<file path="config.mk">
export PLATFORM = sky130hd
export DESIGN_NAME = xlr8_irq_ctl
export DESIGN_NICKNAME = d
export VERILOG_FILES = /design/src/rtl/xlr8_irq_ctl.sv
export SDC_FILE = /design/constraint.sdc
export NUM_CORES = 1
export LEC_CHECK = 0
export CELL_PAD_IN_SITES_DETAIL_PLACEMENT = 1
export CELL_PAD_IN_SITES_GLOBAL_PLACEMENT = 1
export CORE_MARGIN = 4
export CORE_UTILIZATION = 32
export CTS_BUF_LIST = sky130_fd_sc_hd__clkbuf_16
export CTS_CLUSTER_DIAMETER = 30
export DETAILED_ROUTE_END_ITERATION = 8
export PLACE_DENSITY_LB_ADDON = 0.1
export SETUP_SLACK_MARGIN = 0.3
export SLEW_MARGIN = 20
export SYNTH_ARGS = -nofsm -noshare
export SYNTH_HDL_FRONTEND = slang
export SYNTH_SLANG_ARGS = --single-unit
</file>
<file path="constraint.sdc">
create_clock -name clk -period 1.85 [get_ports clk]
set_clock_uncertainty 0.1 [all_clocks]
set_input_delay 0.2775 -clock clk [delete_from_list [all_inputs] [get_ports clk]]
set_output_delay 0.2775 -clock clk [all_outputs]
set_load 0.05 [all_outputs]
</file>
<file path="src/rtl/xlr8_irq_ctl.sv">
// XLR8 vectored interrupt controller: up to eight sources, level/edge capture,
// fixed lowest-index priority, single outstanding request with ack holdoff.
module xlr8_irq_ctl #(
  parameter int unsigned WIDTH         = 8,
  parameter int unsigned XCTL_Address  = 0,
  parameter int unsigned XMSK_Address  = 0,
  parameter int unsigned XMODE_Address = 0,
  parameter int unsigned XIFR_Address  = 0,
  parameter int unsigned XVEC_Address  = 0,
  parameter int unsigned XHOLD_Address = 0
) (
  input  logic             clk,
  input  logic             rstn,
  input  logic [5:0]       adr,
  input  logic             iowe,
  input  logic             iore,
  input  logic [7:0]       dbus_in,
  output logic [7:0]       dbus_out,
  output logic             out_en,
  input  logic [7:0]       ramadr,
  input  logic             ramre,
  input  logic             ramwe,
  input  logic             dm_sel,
  input  logic [WIDTH-1:0] x_int_in,
  output logic             x_irq,
  output logic [2:0]       x_irq_vec,
  input  logic             x_irq_ack
);

  // Addresses at or above 0x60 live in data memory space, below it on the I/O bus.
  function automatic logic reg_hit(input int unsigned a, input logic [5:0] io_adr,
                                   input logic io_stb, input logic [7:0] dm_adr,
                                   input logic dm_stb, input logic dsel);
    if (a >= 32'h60) return dsel && dm_stb && (dm_adr == a[7:0]);
    return io_stb && (io_adr == a[5:0]);
  endfunction

  logic ctl_we, msk_we, mode_we, ifr_we, hold_we;
  logic ctl_re, msk_re, mode_re, ifr_re, vec_re, hold_re;

  assign ctl_we  = reg_hit(XCTL_Address,  adr, iowe, ramadr, ramwe, dm_sel);
  assign msk_we  = reg_hit(XMSK_Address,  adr, iowe, ramadr, ramwe, dm_sel);
  assign mode_we = reg_hit(XMODE_Address, adr, iowe, ramadr, ramwe, dm_sel);
  assign ifr_we  = reg_hit(XIFR_Address,  adr, iowe, ramadr, ramwe, dm_sel);
  assign hold_we = reg_hit(XHOLD_Address, adr, iowe, ramadr, ramwe, dm_sel);
  assign ctl_re  = reg_hit(XCTL_Address,  adr, iore, ramadr, ramre, dm_sel);
  assign msk_re  = reg_hit(XMSK_Address,  adr, iore, ramadr, ramre, dm_sel);
  assign mode_re = reg_hit(XMODE_Address, adr, iore, ramadr, ramre, dm_sel);
  assign ifr_re  = reg_hit(XIFR_Address,  adr, iore, ramadr, ramre, dm_sel);
  assign vec_re  = reg_hit(XVEC_Address,  adr, iore, ramadr, ramre, dm_sel);
  assign hold_re = reg_hit(XHOLD_Address, adr, iore, ramadr, ramre, dm_sel);

  logic             en;
  logic [WIDTH-1:0] xmsk, xmode, xifr, hist;
  logic [7:0]       xhold, hold_cnt;

  logic [WIDTH-1:0] set_v, clr_v, cand;
  logic [7:0]       ifr8, msk8, ack_onehot;
  logic [2:0]       win;
  logic             found, ack_fire, vec_live;

  assign ifr8       = 8'(xifr);
  assign msk8       = 8'(xmsk);
  assign ack_fire   = x_irq & x_irq_ack;
  assign ack_onehot = ack_fire ? (8'd1 << x_irq_vec) : '0;
  assign vec_live   = ifr8[x_irq_vec] & msk8[x_irq_vec] & en;
  assign cand       = xifr & xmsk;

  // Set terms are OR-ed after clears so a simultaneous set always wins.
  assign set_v = (x_int_in & ~xmode) | (x_int_in & xmode & ~hist);
  assign clr_v = (ifr_we ? dbus_in[WIDTH-1:0] : '0)
               | ((ctl_we && dbus_in[1]) ? '1 : '0)
               | ack_onehot[WIDTH-1:0];

  always_comb begin
    win   = '0;
    found = 1'b0;
    for (int unsigned i = 0; i < WIDTH; i++) begin
      if (cand[i] && !found) begin
        win   = 3'(i);
        found = 1'b1;
      end
    end
  end

  always_ff @(posedge clk or negedge rstn) begin
    if (!rstn) begin
      en        <= 1'b0;
      xmsk      <= '0;
      xmode     <= '0;
      xifr      <= '0;
      hist      <= '0;
      xhold     <= '0;
      hold_cnt  <= '0;
      x_irq     <= 1'b0;
      x_irq_vec <= '0;
    end else begin
      hist <= x_int_in;
      xifr <= (xifr & ~clr_v) | set_v;
      if (ctl_we)  en    <= dbus_in[0];
      if (msk_we)  xmsk  <= dbus_in[WIDTH-1:0];
      if (mode_we) xmode <= dbus_in[WIDTH-1:0];
      if (hold_we) xhold <= dbus_in;

      if (ack_fire)             hold_cnt <= xhold;
      else if (hold_cnt != '0)  hold_cnt <= hold_cnt - 8'd1;

      // Vector is frozen while a request is outstanding; only ack or loss of
      // the vectored source's flag/mask/enable retires it.
      if (x_irq) begin
        if (ack_fire || !vec_live) x_irq <= 1'b0;
      end else if (en && (hold_cnt == '0) && found) begin
        x_irq     <= 1'b1;
        x_irq_vec <= win;
      end
    end
  end

  always_comb begin
    dbus_out = '0;
    out_en   = ctl_re | msk_re | mode_re | ifr_re | vec_re | hold_re;
    if (ctl_re)       dbus_out = {7'b0, en};
    else if (msk_re)  dbus_out = 8'(xmsk);
    else if (mode_re) dbus_out = 8'(xmode);
    else if (ifr_re)  dbus_out = 8'(xifr);
    else if (vec_re)  dbus_out = {x_irq, 4'b0, x_irq_vec};
    else if (hold_re) dbus_out = xhold;
  end

endmodule

</file>
==> run_results.csv <==
group,metric,value,unit
status,status,"finished with violations",
status,violations,"setup timing",
layout,instances_no_fill,318,
global_route,grtUsageMet3,0.0375,
placed_design,gp_congestion,0.830,
power,p_leak,1.11,nW
drt,antenna_left,0,
synth,ys.flop_type,"dfrtp_1",
cts,clock-sinks,36,
synth,syn_inst,189,
synth,synth_top_area_frac,0.490,
synth,synth-async-reset-ratio,1.00,
setup_path,crit_path_top_delay_cell,"or3b_4",
placed_design,hpwl,4220,um
timing,max_freq,527,MHz
setup_path,path_cells,"inv_2 > ha_4 > or3b_4 > nor4_4 > buf_4 > a21o_4 > o31ai_2",
cts,hold_buffers,0,
die,start_util,0.332,
global_route,track_usage,0.164,
global_route,grt.busiest_layer,"met2",
timing,finalHoldViolations,0,
cts,clk_latency,0.28,ns
die,rows,27,
timing,post-route-period-util,1.02,
cts,cts_root_buf,"clkbuf_16",
job,drv_cap,0,
global_route,overflow,0,
cts,cts_tree,"done",
layout,diodes,0,
die,die-height,83.8,um
setup_path,r2r_end,"x_irq_vec[0]",
placed_design,dp.cells,298,
synth,yosys-top-cells-area,"dfrtp_1 (49%), nand2_1 (6.3%), a32o_1 (4.9%)",
global_route,antenna_found_initial,0,
synth,ys_seq_elements,36,
timing,rsz0062_at_grt,"yes",
setup_path,cp-start-kind,"register",
layout,nFillCells,632,
setup_path,crit_required,1.90,ns
drt,via_per_inst,5.36,
drt,first_iter_violations,108,
layout,syn2layout_area_growth,48.2,%
cts,cts_made_buffers,5,
die,dieWidth,83.8,um
setup_path,r2r_start,"hold_cnt[0]",
timing,slew_violations,0,
global_route,grt_pass1_wl,9270,um
synth,yosysSeqAreaShare,0.490,
global_route,use_met1,0.189,
drt,vias,1704,
synth,yosysTopAreaCell,"dfrtp_1",
timing,fin_ws,-0.0462,ns
synth,yosys_warnings,0,
drt,wl_per_cell,18.1,um
global_route,grtUsageMet2,0.296,
setup_path,critPathCaptureType,"register",
layout,drive_gt1_frac,0.305,
power,p_per_area,1200,nW/um^2
power,ir_drop,491,uV
timing,finalCriticalPeriod,1.90,ns
placed_design,port_buffers,32,
global_route,grt_max_degree,18,
global_route,first_global_vias,1892,
synth,synth.cell_area,1840,um^2
cts,ctsHtreeMaxLevel,2,
setup_path,worstPathArrival,1.95,ns
drt,wl,5760,um
synth,synthDistinctLibCells,40,
setup_path,cp_max_fo,3,
setup_path,r2r_slack,-0.05,ns
synth,synth_edf_count,0,
timing,setup-violations-final,3,
setup_path,reg2reg_depth,7,
die,die_area,7020,um^2
setup_path,crit_type,"reg2reg",
setup_path,max_stage_delay,0.40,ns
die,core,5540,um^2
synth,syn_area_per_cell,9.72,um^2
min_path,hp-class,"in2async",
drt,dr.pass1.iters,4,
die,pin_count,51,
cts,clk_path_buf_depth,2,
layout,nets,285,
layout,postLayoutCoreUtil,0.491,
drt,drc,0,
cts,clk_pin_slew,0.05,ns
==> critical path, delay by kind of cell (launching register included) <==
kind / cells / cell delay [ns]
buf+inv: 2 / 0.28
simple gates: 2 / 0.71
fa+ha+maj: 1 / 0.13
flops: 1 / 0.38
compound gates: 2 / 0.17
==> layout by cell type (no fill, tap or decap), drive strengths merged, types with 2 or more instances in the layout <==
master / Yosys / final
a21oi: 9 / 9
a211oi: 2 / 2
nor2: 10 / 10
ha: 2 / 2
inv: 6 / 8
and2: 2 / 2
dlygate4sd2: 0 / 2
conb: 1 / 7
nand2: 32 / 32
nand4: 3 / 3
nand3: 8 / 8
nor4: 5 / 5
a32o: 9 / 9
xnor2: 4 / 4
buf: 8 / 33
o211ai: 2 / 2
clkbuf: 5 / 5
dfrtp: 36 / 36
nor3: 2 / 2
o21ai: 16 / 16
a21o: 2 / 2
clkdlybuf4s50: 0 / 19
and3: 2 / 2
a22oi: 4 / 4
mux2: 6 / 6
==> where the power goes <==
part	switching (mW)	internal [mW]	total [mW]	leakage, nW
Sequential	0.259	0.946	1.20	0.409
Clock	0.294	0.483	0.777	0.0738
Combinational	0.648	0.635	1.28	0.624
Total	1.20	2.06	3.27	1.11
==> synth_stat cells (2+ instances only) <==
cell type and count:
a211oi_1 2, inv_1 6, o21ai_0 16, nor2_1 10
a22oi_1 4, nand3_1 8, a21oi_1 9, xnor2_1 4
nor4_1 4, buf_4 7, clkbuf_1 5, a32o_1 9
and3_1 2, nand4_1 3, o211ai_1 2, and2_1 2
ha_1 2, nand2_1 31, dfrtp_1 36, nor3_1 2
mux2_2 6
==> layout make-up <==
type	instances	area (um^2)	area share
tap	72	90.1	0.0331
inverter	6	22.5	0.00828
sequential	36	906	0.333
timing repair buffer	56	559	0.206
clock buffer	5	125	0.0460
clock inverter	3	11.3	0.00414
multi-input combinational	140	1010	0.370
==> through the flow <==
stage               instance area [um^2]  setup slack, ns  TNS [ns]  hold slack [ns]  total power, mW
CTS                                 2520           0.0358         0            0.240             2.97
detailed placement                  2330           -0.174     -2.22            0.445             2.12
finish                              2720          -0.0462   -0.0768            0.234             3.27
global route                        2720           -0.112    -0.281            0.266             3.45
floorplan                           1880           0.0492         0           -0.118             1.73
global placement                    2330          -0.0901     -1.22            0.435             2.06
==> sequential cells by signal (all words and copies together), names as in the netlist <==
name / flops
ifr8: 8
xhold: 8
x_irq: 1
hold_cnt: 8
hist: 8
x_irq_vec: 3
==> metal layers <==
metal	up-vias	share of wire
li1	786	-
met1	856	0.41
met2	49	0.53
met3	13	0.044
met4	0	0.018
met5	-	0
==> logic make-up (layout without fill, tap and decap cells) <==
kind of cell / Yosys count / in the layout / share of synthesized area
buffers and inverters: 19 / 70 / 0.0538
multiplexers: 7 / 7 / 0.0422
AND/OR/NAND/NOR: 69 / 69 / 0.185
adder cells (fa/ha/maj): 2 / 2 / 0.0136
other: 1 / 7 / 0.00204
XOR/XNOR: 5 / 5 / 0.0238
AO/OA/AOI/OAI: 50 / 50 / 0.189
flip-flops: 36 / 36 / 0.490
==> how the worst max path moves through the flow <==
stage,start,to,slack [ns]
4_1_cts,hold_cnt[3],x_irq_vec[0],0.04
6_report,hold_cnt[0],x_irq_vec[0],-0.05
3_5_place_dp,adr[1],ifr8[3],-0.17
2_1_floorplan,hold_cnt[0],x_irq_vec[0],0.05
3_3_place_gp,adr[1],ifr8[0],-0.09
5_1_grt,hold_cnt[0],x_irq_vec[0],-0.11
==> repair_timing <==
| action | in CTS | in global routing |
|---|---|---|
| setup buffers | 5 | 7 |
| resized for setup | 20 | 38 |
| endpoints found under the setup margin | 27 | 28 |
| pin swaps | 7 | 16 |
Power figures use the tool's default switching activity.
